File: config.mk
export PLATFORM = sky130hd
export DESIGN_NAME = data_memory_block_ctrl
export DESIGN_NICKNAME = d
export VERILOG_FILES = /design/src/rtl/data_memory_block_ctrl.sv
export SDC_FILE = /design/constraint.sdc
export NUM_CORES = 2
export LEC_CHECK = 0
export BUFFER_PORTS_ARGS = -buffer_cell sky130_fd_sc_hd__clkbuf_2
export CAP_MARGIN = 20
export CELL_PAD_IN_SITES_DETAIL_PLACEMENT = 0
export CELL_PAD_IN_SITES_GLOBAL_PLACEMENT = 2
export CORE_ASPECT_RATIO = 0.7
export CORE_MARGIN = 2
export CORE_UTILIZATION = 39
export CTS_BUF_LIST = sky130_fd_sc_hd__clkbuf_8
export DETAILED_ROUTE_END_ITERATION = 8
export GPL_TIMING_DRIVEN = 0
export PLACE_DENSITY_LB_ADDON = 0.1
export SLEW_MARGIN = 20
export SYNTH_ARGS = -nofsm -noshare
export SYNTH_HDL_FRONTEND = slang
export SYNTH_SLANG_ARGS = --single-unit
File: constraint.sdc
create_clock -name CLOCK -period 2.65 [get_ports CLOCK]
set_input_delay 0.265 -clock CLOCK [delete_from_list [all_inputs] [get_ports CLOCK]]
set_output_delay 0.265 -clock CLOCK [all_outputs]
set_load 0.03 [all_outputs]
File: src/rtl/data_memory_block_ctrl.sv
// data_memory_block_ctrl
//   Block-organised data memory that sits below the data cache on the miss
//   path. Each request serves one block read or one byte-enabled block write.
//   The access takes a fixed, programmable number of cycles, during which
//   BUSYWAIT is held high. Illegal requests are rejected with a one-cycle
//   ERROR pulse.
//
// Ports
//   CLOCK      in   system clock; all state changes on the rising edge
//   RESET      in   asynchronous active-low reset (clears memory and state)
//   READ       in   block read request
//   WRITE      in   block write request
//   ADDRESS    in   block address (byte address bits above the block offset)
//   WRITEDATA  in   write block; byte k is bits [8k+7:8k]
//   BYTE_EN    in   per-byte write enable, ignored on reads
//   READDATA   out  registered read block
//   BUSYWAIT   out  access in progress; requester holds its inputs while high
//   ERROR      out  one-cycle pulse when a request is rejected
module data_memory_block_ctrl #(
  parameter int unsigned ADDR_W       = 28,
  parameter int unsigned BLOCK_BYTES  = 16,
  parameter int unsigned DEPTH_BLOCKS = 16,
  parameter int unsigned LATENCY      = 5
) (
  input  logic                     CLOCK,
  input  logic                     RESET,
  input  logic                     READ,
  input  logic                     WRITE,
  input  logic [ADDR_W-1:0]        ADDRESS,
  input  logic [8*BLOCK_BYTES-1:0] WRITEDATA,
  input  logic [BLOCK_BYTES-1:0]   BYTE_EN,
  output logic [8*BLOCK_BYTES-1:0] READDATA,
  output logic                     BUSYWAIT,
  output logic                     ERROR
);

  localparam int unsigned DATA_W = 8 * BLOCK_BYTES;
  localparam int unsigned IDX_W  = (DEPTH_BLOCKS > 1) ? $clog2(DEPTH_BLOCKS) : 1;
  localparam int unsigned CNT_W  = (LATENCY > 1) ? $clog2(LATENCY) : 1;
  localparam logic [CNT_W-1:0] CNT_LOAD = CNT_W'(LATENCY - 1);
  localparam logic [CNT_W-1:0] CNT_ONE  = CNT_W'(1);
  // One extra bit so DEPTH_BLOCKS == 2**ADDR_W is still representable.
  localparam logic [ADDR_W:0]  DEPTH_LIMIT = (ADDR_W + 1)'(DEPTH_BLOCKS);

  typedef enum logic [1:0] {
    S_IDLE   = 2'd0,
    S_ACCESS = 2'd1,
    S_DONE   = 2'd2
  } state_t;

  state_t               state_q, state_d;
  logic [CNT_W-1:0]     cnt_q, cnt_d;
  logic                 op_write_q, op_write_d;
  logic [IDX_W-1:0]     idx_q, idx_d;
  logic [DATA_W-1:0]    wdata_q, wdata_d;
  logic [BLOCK_BYTES-1:0] be_q, be_d;
  logic [DATA_W-1:0]    readdata_q, readdata_d;
  logic                 error_q, error_d;
  logic [DATA_W-1:0]    mem_q [DEPTH_BLOCKS];
  logic [DATA_W-1:0]    mem_d [DEPTH_BLOCKS];

  // Request qualification
  logic req_any;
  logic req_valid;
  logic req_reject;
  logic addr_ok;

  always_comb begin
    addr_ok    = ({1'b0, ADDRESS} < DEPTH_LIMIT);
    req_any    = READ | WRITE;
    req_valid  = (READ ^ WRITE) & addr_ok;
    req_reject = req_any & ~req_valid;
  end

  // Access strobe and operand selection. With LATENCY == 1 the access is
  // performed on the accepting edge, so operands come straight from the
  // inputs; otherwise the latched copies are used.
  logic                   do_access;
  logic                   acc_write;
  logic [IDX_W-1:0]       acc_idx;
  logic [DATA_W-1:0]      acc_wdata;
  logic [BLOCK_BYTES-1:0] acc_be;

  always_comb begin
    do_access = 1'b0;
    acc_write = op_write_q;
    acc_idx   = idx_q;
    acc_wdata = wdata_q;
    acc_be    = be_q;
    if (state_q == S_IDLE) begin
      do_access = req_valid && (LATENCY == 1);
      acc_write = WRITE;
      acc_idx   = ADDRESS[IDX_W-1:0];
      acc_wdata = WRITEDATA;
      acc_be    = BYTE_EN;
    end else if (state_q == S_ACCESS) begin
      do_access = (cnt_q == CNT_ONE);
    end
  end

  // FSM: state register
  always_ff @(posedge CLOCK or negedge RESET) begin
    if (!RESET) begin
      state_q <= S_IDLE;
    end else begin
      state_q <= state_d;
    end
  end

  // FSM: next state
  always_comb begin
    state_d = state_q;
    case (state_q)
      S_IDLE: begin
        if (req_valid) begin
          state_d = (LATENCY == 1) ? S_DONE : S_ACCESS;
        end
      end
      S_ACCESS: begin
        if (cnt_q == CNT_ONE) begin
          state_d = S_DONE;
        end
      end
      S_DONE:  state_d = S_IDLE;
      default: state_d = S_IDLE;
    endcase
  end

  // FSM: outputs. BUSYWAIT is gated by reset so it drops immediately when an
  // access is aborted, even if the requester still holds its request.
  always_comb begin
    BUSYWAIT = 1'b0;
    if (RESET) begin
      case (state_q)
        S_IDLE:   BUSYWAIT = req_valid;
        S_ACCESS: BUSYWAIT = 1'b1;
        default:  BUSYWAIT = 1'b0;
      endcase
    end
  end

  assign READDATA = readdata_q;
  assign ERROR    = error_q;

  // Datapath next-state
  always_comb begin
    cnt_d      = cnt_q;
    op_write_d = op_write_q;
    idx_d      = idx_q;
    wdata_d    = wdata_q;
    be_d       = be_q;
    readdata_d = readdata_q;
    error_d    = 1'b0;
    mem_d      = mem_q;

    if (state_q == S_IDLE) begin
      error_d = req_reject;
      if (req_valid) begin
        cnt_d      = CNT_LOAD;
        op_write_d = WRITE;
        idx_d      = ADDRESS[IDX_W-1:0];
        wdata_d    = WRITEDATA;
        be_d       = BYTE_EN;
      end
    end else if (state_q == S_ACCESS) begin
      cnt_d = cnt_q - CNT_ONE;
    end

    if (do_access) begin
      if (acc_write) begin
        for (int unsigned k = 0; k < BLOCK_BYTES; k++) begin
          if (acc_be[k]) begin
            mem_d[acc_idx][8*k +: 8] = acc_wdata[8*k +: 8];
          end
        end
      end else begin
        readdata_d = mem_q[acc_idx];
      end
    end
  end

  // Datapath registers
  always_ff @(posedge CLOCK or negedge RESET) begin
    if (!RESET) begin
      cnt_q      <= '0;
      op_write_q <= 1'b0;
      idx_q      <= '0;
      wdata_q    <= '0;
      be_q       <= '0;
      readdata_q <= '0;
      error_q    <= 1'b0;
    end else begin
      cnt_q      <= cnt_d;
      op_write_q <= op_write_d;
      idx_q      <= idx_d;
      wdata_q    <= wdata_d;
      be_q       <= be_d;
      readdata_q <= readdata_d;
      error_q    <= error_d;
    end
  end

  // Memory array, cleared by reset
  always_ff @(posedge CLOCK or negedge RESET) begin
    if (!RESET) begin
      for (int unsigned i = 0; i < DEPTH_BLOCKS; i++) begin
        mem_q[i] <= '0;
      end
    end else begin
      for (int unsigned i = 0; i < DEPTH_BLOCKS; i++) begin
        mem_q[i] <= mem_d[i];
      end
    end
  end

endmodule

==> flow_summary_export.csv <==
group,metric,value,unit
clock_network,cts_buffer_depth,4,
grt,grt_overflow_total,0,
yosys,synthAdderAreaFrac,0.0376,%
yosys,synthSimpleGateAreaFrac,13.2,%
placed_design,port_buffers,305,
layout,syn_to_final_growth,34.5,%
clock_network,htree_levels,5,
yosys,synth.distinct_cells,45,
placed_design,place_area,107000,um2
worst_setup_path,crit_path_max_incr_delay,0.46,ns
timing,tightest_slew,0.708,ns
timing,skew,0.0534,ns
power,vdd_drop_max,0.341,mV
yosys,synth_flop_cell,"dfrtp_1",
clock_network,cts.sinks,2331,
status,outcome,"finished with violations",
worst_setup_path,crit_required,3.54,ns
yosys,yosysWarnings,0,
die,io_pins,306,
worst_setup_path,start_kind,"register",
clock_network,root_buffer,"clkbuf_8",
timing,period_share,115,%
timing,rsz0062_at_grt,"yes",
worst_setup_path,path_max_fanout,10,
grt,grt_pass1_vias,84700,
placed_design,dpl_worst_slack,-1.76,ns
drt,wl_met3,55800,um
die,initial_utilization,39.2,%
drt,drc,0,
yosys,yosys.area_share.xor_xnor,0.00876,%
worst_hold_path,hold_path_class,"in2async",
worst_setup_path,cp_slowest_cell,"dfrtp_2",
clock_network,clk_latency,1.03,ns
drt,routed-via-count,90300,
timing,report.final.slew_viol_count,0,
grt,track_usage,34.5,%
layout,post-route-cell-area,134000,um2
status,violations,"setup timing",
grt,grt_max_degree,96,
worst_setup_path,critical_path.cell_chain,"buf_8 > o211ai_1 > buf_4 > o21ai_4 > buf_12 > clkbuf_16 > buf_16 > clkbuf_16 > a22oi_2 > a21oi_2 > nor4_4 > a21oi_2",
die,row_count,155,
yosys,syn_nets,9950,
timing,setup-violations-final,1621,
job,max_cap_viol_count,0,
timing,fin_hold_ws,0.0435,ns
timing,relSlewSlack,51.9,%
yosys,synthArstFlopShare,100,%
die,core_area,255000,um2
drt,wl_met2,185000,um
layout,fill_cells,22600,
power,p_per_area,553,nW/um2
yosys,syn_area,99900,um2
timing,layout_setup_ws,-0.409,ns
worst_setup_path,arrival,3.95,ns
yosys,synth_mux_area_share,3.26,%
power,p_leak,0.0615,uW
drt,routedLengthMet1,207000,um
grt,grt_pass1_wl,642000,um
yosys,synth_compound_area_share,21.3,%
die,die-area,260000,um2
yosys,synth_seq_cells,2331,
drt,first_pass_iters,6,
yosys,synth_top_family_by_area,"compound AO/OA/AOI/OAI gates",
layout,final_nets,11600,
worst_setup_path,path_class,"reg2reg",
drt,avgViaCountPerCell,5.98,
drt,routed_wl,470000,um
clock_network,clk_pin_slew,0.07,ns
worst_setup_path,critPathCaptureType,"register",
drt,top_layer_used,"met5",
yosys,synth-edff-count,0,
placed_design,hpwlAfterDp,307000,um
timing,period_needed,3.06,ns
yosys,synthCells,9771,
clock_network,cts_tree,"done",
drt,ant_nets,0,
timing,fmax,327,MHz
timing,finalHoldViolCount,0,
layout,final_layout_size_suffix_gt1_share,30.5,%
drt,drtIter0Drc,11600,
placed_design,gp_congestion,0.891,
clock_network,numCtsBuffers,382,
grt,grt_antenna_before_repair,13,
die,die_y,428,um
drt,avgRoutedWirePerCell,31.1,um
yosys,yosysSeqAreaShare,58.4,%
yosys,synth.avg_cell_area,10.2,um2
die,dieWidth,609,um
synthesized netlist by cell type (all sizes together), types with 2 or more instances:
master	instances	share of area, %
a21oi	2688	13
a22oi	1024	7.7
a31oi	2	0.013
buf	473	2.6
clkbuf	324	1.2
dfrtp	2331	58
ha	3	0.038
inv	7	0.026
mux2	149	1.7
mux2i	144	1.6
nand2	16	0.15
nand2b	9	0.056
nor2	2180	8.2
nor3	243	3.5
nor4	148	1.1
o211ai	2	0.015
o21a	3	0.023
o21ai	8	0.055
o31ai	2	0.034
or4	2	0.015
or4b	4	0.040
path summary, 6_finish.rpt:
path / from / end / slack [ns] / depth (start not counted)
worst min-delay path: RESET / mem_q[546] / 0.04 / 9
max in group asynchronous: RESET / mem_q[1146] / 0.38 / 13
worst max register to register: state_q[0] / READDATA[106] / -0.41 / 12
worst max-delay path: state_q[0] / READDATA[106] / -0.41 / 12
worst min register to register: READDATA[106] / READDATA[106] / 0.52 / 2
min in group CLOCK: WRITEDATA[80] / wdata_q[80] / 0.07 / 3
timing repair:
| item | CTS | global route |
|---|---|---|
| buffers inserted | 288 | 373 |
| hold buffers | 207 | 0 |
| resized for setup | 1643 | 1102 |
| gates cloned | 21 | 48 |
| endpoints found under the hold margin | 2083 | 0 |
| setup endpoints to repair | 2391 | 2324 |
| pin swaps | 287 | 306 |
where the power goes:
group / internal [uW] / total (uW) / switching, uW
clock: 17000 / 32600 / 15700
combinational: 1920 / 6160 / 4240
sequential: 35600 / 35600 / 0.351
total: 54500 / 74400 / 19900
per-layer routing:
metal  vias up  GRT usage (%)
met5         -              0
met4         5           13.8
met3       832           9.81
met2      4998           46.2
met1     46200           52.0
li1      38300              -
worst max-delay path, delay by kind of cell, from the launching register on:
family | cells | cell delay, ns
AO/OA/AOI/OAI | 5 | 0.89
buffers and inverters | 6 | 1.09
flip-flops | 1 | 0.46
AND/OR/NAND/NOR | 1 | 0.46
kinds of logic (layout without fill, tap and decap cells):
| group | after synthesis | after routing |
|---|---|---|
| compound gates | 3730 | 3730 |
| simple gates | 2609 | 2610 |
| flops | 2331 | 2331 |
| buf+inv | 804 | 2755 |
| mux | 293 | 293 |
| fa+ha+maj | 3 | 3 |
| xor+xnor | 1 | 1 |
| other cells | 0 | 8 |
stage by stage:
stage / power [uW] / cells / setup TNS [ns] / util (%)
2_1_floorplan: 37500 / 9771 / 0 / -
3_3_place_gp: 39800 / 13500 / - / 41.5
3_5_place_dp: 40300 / 13500 / -2467.48 / 42.0
4_1_cts: 74100 / 14700 / -174.81 / 49.9
5_1_grt: 76500 / 15100 / -176.95 / 52.8
6_report: 74400 / 15100 / -135.38 / 52.8
flip-flops by register name, summed over array words and instances, names as in the netlist:
register    count
state_q         2
cnt_q           3
wdata_q       128
ERROR           1
be_q           16
idx_q           4
mem_q        2048
op_write_q      1
READDATA      128
layout by cell type, fill, tap and decap left out, types with 12 or more instances in the layout:
master	Yosys	final
buf_2	355	115
dlygate4sd3_1	0	194
clkbuf_2	0	378
mux2_2	149	149
clkbuf_1	324	17
buf_6	11	198
a22oi_1	1024	865
a21oi_1	2688	2386
inv_1	7	131
buf_8	0	49
mux2i_4	10	132
a21oi_2	0	267
dfrtp_1	2331	2330
nand2_8	0	12
clkbuf_8	0	528
a21oi_4	0	35
buf_4	87	702
clkbuf_4	0	94
nor2_1	2179	2171
nor4_4	10	85
a22oi_2	0	159
buf_16	0	90
buf_12	0	157
clkinv_2	0	43
nor4_1	132	15
clkbuf_16	0	39
nor3_4	176	241
nor4_2	6	48
layout make-up:
| cell class | count | area, um2 | area share (%) |
|---|---|---|---|
| sequential | 2331 | 58300 | 43.4 |
| multi-input combinational | 6637 | 43500 | 32.4 |
| timing repair buffer | 1289 | 12500 | 9.33 |
| buffer | 785 | 8110 | 6.03 |
| clock buffer | 491 | 6760 | 5.03 |
| tap | 3375 | 4220 | 3.14 |
| clock inverter | 183 | 906 | 0.674 |
| inverter | 7 | 26.3 | 0.0195 |
| antenna | 8 | 20.0 | 0.0149 |
No activity file was read; power rests on OpenSTA's default activity.
